<file path="src/rtl/serial_sub_using_hs_pkg.sv">
// Shared definitions for the serial arithmetic blocks.
// Default width and state encodings agree with the serial adder.
package serial_sub_using_hs_pkg;

    localparam int DEF_WIDTH = 8;

    typedef enum logic [1:0] {
        IDLE  = 2'd0,
        SHIFT = 2'd1,
        DONE  = 2'd2
    } state_t;

    // Bits needed for a counter that runs 0..w inclusive.
    function automatic int cnt_bits(input int w);
        return $clog2(w + 1);
    endfunction

endpackage

</file>
<file path="src/rtl/serial_sub_using_hs_hs.sv">
// Half subtractor: difference and borrow-out of x - y.
// Two of these plus an OR form the full subtractor cell.
module hs (
    input  logic x,
    input  logic y,
    output logic d,
    output logic bo
);

    assign d  = x ^ y;
    assign bo = ~x & y;

endmodule

</file>
<file path="src/rtl/serial_sub_using_hs.sv">
// Bit-serial WIDTH-bit subtractor, LSB first, one bit per clock.
// Full subtractor from two half subtractors feeding a borrow flop.
module serial_sub_using_hs
    import serial_sub_using_hs_pkg::*;
#(
    parameter int WIDTH = DEF_WIDTH
) (
    input  logic             clk,
    input  logic             rst,
    input  logic             start,
    input  logic [WIDTH-1:0] a,
    input  logic [WIDTH-1:0] b,
    output logic             busy,
    output logic             done,
    output logic [WIDTH-1:0] diff,
    output logic             borrow,
    output logic             d_bit,
    output logic             d_vld
);

    localparam int CW = cnt_bits(WIDTH);
    localparam logic [CW-1:0] LAST = CW'(WIDTH - 1);

    state_t           state;
    logic [WIDTH-1:0] sa;
    logic [WIDTH-1:0] sb;
    logic [WIDTH-1:0] res;
    logic [CW-1:0]    count;
    logic             bff;

    logic w1;
    logic w2;
    logic w3;
    logic d;
    logic bo;

    // Full subtractor on the current LSBs and the stored borrow.
    hs h1 (
        .x  (sa[0]),
        .y  (sb[0]),
        .d  (w1),
        .bo (w2)
    );

    hs h2 (
        .x  (w1),
        .y  (bff),
        .d  (d),
        .bo (w3)
    );

    assign bo = w2 | w3;

    // The bit being processed is visible only while shifting.
    assign d_bit = busy & d;
    assign d_vld = busy;

    // Control FSM, operand/result shifters, borrow flop and outputs.
    always_ff @(posedge clk or posedge rst) begin
        if (rst) begin
            state  <= IDLE;
            busy   <= 1'b0;
            done   <= 1'b0;
            diff   <= '0;
            borrow <= 1'b0;
            count  <= '0;
            sa     <= '0;
            sb     <= '0;
            res    <= '0;
            bff    <= 1'b0;
        end else begin
            done <= 1'b0;
            unique case (state)
                IDLE, DONE: begin
                    if (start) begin
                        sa    <= a;
                        sb    <= b;
                        res   <= '0;
                        bff   <= 1'b0;
                        count <= '0;
                        busy  <= 1'b1;
                        state <= SHIFT;
                    end else begin
                        state <= IDLE;
                    end
                end
                SHIFT: begin
                    sa    <= sa >> 1;
                    sb    <= sb >> 1;
                    res   <= {d, res[WIDTH-1:1]};
                    bff   <= bo;
                    count <= count + CW'(1);
                    if (count == LAST) begin
                        busy   <= 1'b0;
                        done   <= 1'b1;
                        diff   <= {d, res[WIDTH-1:1]};
                        borrow <= bo;
                        state  <= DONE;
                    end
                end
                default: begin
                    busy  <= 1'b0;
                    state <= IDLE;
                end
            endcase
        end
    end

endmodule

</file>
<file path="config.mk">
export PLATFORM = sky130hd
export DESIGN_NAME = serial_sub_using_hs
export DESIGN_NICKNAME = d
export VERILOG_FILES = /design/src/rtl/serial_sub_using_hs_pkg.sv /design/src/rtl/serial_sub_using_hs_hs.sv /design/src/rtl/serial_sub_using_hs.sv
export SDC_FILE = /design/constraint.sdc
export NUM_CORES = 1
export LEC_CHECK = 0
export BUFFER_PORTS_ARGS = -buffer_cell sky130_fd_sc_hd__buf_2
export CORE_ASPECT_RATIO = 0.6
export CORE_MARGIN = 2
export CORE_UTILIZATION = 45
export CTS_CLUSTER_SIZE = 24
export DETAILED_ROUTE_END_ITERATION = 16
export GPL_ROUTABILITY_DRIVEN = 0
export PLACE_DENSITY = 0.69
export SYNTH_ARGS = -nofsm -noshare
export SYNTH_HDL_FRONTEND = slang
export SYNTH_HIERARCHICAL = 1
export SYNTH_SLANG_ARGS = --single-unit
export TNS_END_PERCENT = 5
</file>
<file path="constraint.sdc">
create_clock -name clk -period 1.4 [get_ports clk]
set_input_delay 0.35 -clock clk [delete_from_list [all_inputs] [get_ports clk]]
set_output_delay 0.35 -clock clk [all_outputs]
set_load 0.02 [all_outputs]
</file>
==> impl_metrics.csv <==
group,metric,value,unit
final_layout,final_common_cell,"dfrtp_1",
clock_network,insertion_delay,0.29,ns
final_layout,finalInstanceArea,2180,um2
setup_path,slowest_stage,"dfrtp_1",
detailed_routing,via_per_inst,5.39,
pwr,p_comb_share,45.6,%
synthesis,ys_seq_area_share,57.7,%
detailed_routing,drc,0,
pwr,total_power,5520,uW
detailed_routing,wire_per_inst,15.2,um
detailed_routing,ant_nets,0,
synthesis,syn-cell-area,1780,um2
pwr,switching_share,34.6,%
clock_network,hold_buffers,0,
synthesis,synth.distinct_cells,24,
setup_path,crit_chain,"ha_1 > inv_1 > inv_2 > ha_4 > inv_2 > and2_4 > buf_6",
setup_path,critPathKind,"flip-flop to output port",
floorplan,rows,17,
setup_path,required,1.05,ns
detailed_routing,finalWirelength,3.25,mm
placed_design,dp_hpwl,2.27,mm
setup_path,arrival,1.60,ns
placed_design,portBuffers,31,
timing,post-route-min-period,1.95,ns
floorplan,fp.coreArea,3720,um2
timing,setup_viol,10,
floorplan,die_y,52.7,um
pwr,switching_power,1910,uW
timing,worst_slew_pin_slew,0.356,ns
pwr,power_density,2530,nW/um2
pwr,intPower,3610,uW
timing,hold_viol,0,
timing,fmax,513,MHz
grt,overflow,0,
floorplan,die_area,4490,um2
timing,skew,0.00557,ns
setup_path,start_kind,"flip-flop",
grt,antenna_found_initial,0,
synthesis,avgSynthCellArea,14.0,um2
placed_design,placed_area,2020,um2
pwr,leakage,0.00117,uW
timing,rsz0062_at_grt,"yes",
setup_path,regToRegEndpoint,"diff[7]",
worst_hold_path,hold_class,"input pin to async pin",
floorplan,fp.dieW,85.2,um
final_layout,fin_nets,188,
detailed_routing,drt-pass1-iter-count,4,
grt,grt_pass1_wl,5.29,mm
outcome,failed_checks,"setup timing",
detailed_routing,vias,1153,
synthesis,yosys_warnings,6,
detailed_routing,drt_iter0_drc,35,
timing,max_slew_margin,76.3,%
setup_path,critPathMostFrequentCell,"inv_2",
setup_path,timing.rr.start,"sb[0]",
clock_network,cts-root-buf,"clkbuf_8",
final_layout,antenna_cells,0,
clock_network,cts_max_level,2,
setup_path,cp_top_family,"adder cells",
clock_network,clock-sinks,41,
outcome,status,"complete, but fails checks",
setup_path,r2r_cells,7,
clock_network,clock_path_buffers,2,
pwr,p_seq_share,36.6,%
synthesis,syn-num-nets,149,
grt,grt_pass1_vias,1108,
floorplan,num_io_pins,32,
grt,grt_start_max_net_pins,42,
floorplan,initial_core_util,47.8,%
setup_path,end_kind,"output port",
setup_path,slowest_delay,0.39,ns
final_layout,layout-drive-gt1-share,37.7,%
setup_path,worstPathMaxFanout,2,
grt,grtUsageTotal,16.0,%
run,maxCapViolCount,0,
timing,finalCritPeriodShare,139,%
synthesis,synthesis.instances,127,
setup_path,rrSetupSlack,-0.14,ns
clock_network,cts_tree,"done",
clock_network,numCtsBuffers,5,
setup_path,path_buf_inv,4,
final_layout,area_growth,22.7,%
final_layout,mostFrequentLayoutCells,"41 x dfrtp_1, 30 x buf_2, 25 x a22o_1",
timing,setup_slack,-0.549,ns
timing,slew_violations,0,
synthesis,ys_ff_latch,41,
pwr,ir_drop,1.37,mV
clock_network,clk_pin_slew,0.08,ns
pwr,p_clk_share,17.8,%
==> per-stage QoR <==
| stage | setup TNS (ns) | util, % | hold WS (ns) | std cells | setup slack (ns) |
|---|---|---|---|---|---|
| finish | -1.05 | 58.6 | 0.0995 | 214 | -0.549 |
| CTS | -1.15 | 57.9 | 0.101 | 214 | -0.584 |
| global placement | -0.352 | 54.2 | 0.418 | 205 | -0.303 |
| floorplan | -0.399 | - | 0.437 | 127 | -0.148 |
| detailed placement | -0.605 | 54.2 | 0.425 | 205 | -0.326 |
| global route | -1.78 | 58.6 | 0.110 | 214 | -0.620 |
==> registers in the layout, summed over array words and instances (netlist names) <==
register	cells
sb	8
busy	1
borrow	1
done	1
count	4
sa	8
res	7
state	2
diff	8
bff	1
==> worst max path at each step <==
stage	cells past startpoint	slack, ns	from	to
3_3_place_gp	8	-0.30	sa[0]	d_bit
6_report	7	-0.55	sb[0]	d_bit
3_5_place_dp	8	-0.33	sa[0]	d_bit
4_1_cts	8	-0.58	sa[0]	d_bit
2_1_floorplan	7	-0.15	sa[0]	d_bit
5_1_grt	8	-0.62	sa[0]	d_bit
==> synthesized netlist by cell type, drive strengths merged <==
cell / instances / share of area [%]
nand3b: 2 / 0.84
a21o: 15 / 6.3
ha: 3 / 2.1
nor2: 5 / 2.9
buf: 9 / 5.3
nand2b: 2 / 0.70
dfrtp: 41 / 58
and2: 1 / 0.35
mux2: 9 / 5.7
o21ai: 2 / 0.56
o31ai: 1 / 0.42
nand4: 1 / 0.35
and2b: 1 / 0.56
mux2i: 2 / 1.1
nor2b: 2 / 1.1
a22o: 25 / 12
o2bb2ai: 1 / 0.49
inv: 5 / 1.1
==> area by class of cell <==
cell class	instances	area, um2
tap	47	58.8
clock buffer	6	82.6
sequential	41	1030
clock inverter	2	37.5
timing repair buffer	41	287
fill	299	1540
multi-input combinational	72	671
inverter	5	18.8
==> worst min-delay path, cell delays in order <==
cell and delay [ns]:
buf_2 0.10, inv_1 0.08, buf_12 0.24
==> timing repair <==
item                       CTS  global route
gates cloned                 0             0
resized for setup            5             5
setup buffers                1             0
setup endpoints to repair   10            11
pin swaps                    0             3
==> layer usage <==
| layer | track usage [%] | up-vias | part of all wire, % |
|---|---|---|---|
| met4 | 7.14 | 0 | 1.3 |
| met1 | 21.5 | 584 | 50 |
| li1 | - | 541 | - |
| met2 | 23.2 | 23 | 44 |
| met5 | 0 | - | 0 |
| met3 | 5.83 | 5 | 4.6 |
==> power groups by stage <==
stage                     clock (uW)  sequential (uW)  combinational (uW)
after floorplan                    0             2110                1660
after global placement             0             1990                2230
after detailed placement           0             2030                2310
after CTS                       1010             2010                2470
after global routing            1060             2080                2750
final                            985             2020                2520
==> cells by family (layout without fill, tap and decap cells) <==
group | Yosys count | in the layout | share of synthesized area, %
adders and majority gates | 3 | 3 | 2.11
AOI/OAI and AO/OA | 44 | 44 | 20.1
muxes | 11 | 11 | 6.83
and+or+nand+nor | 14 | 14 | 6.83
DFF | 41 | 41 | 57.7
buffers and inverters | 14 | 54 | 6.40
(Power assumes the default switching activity.)
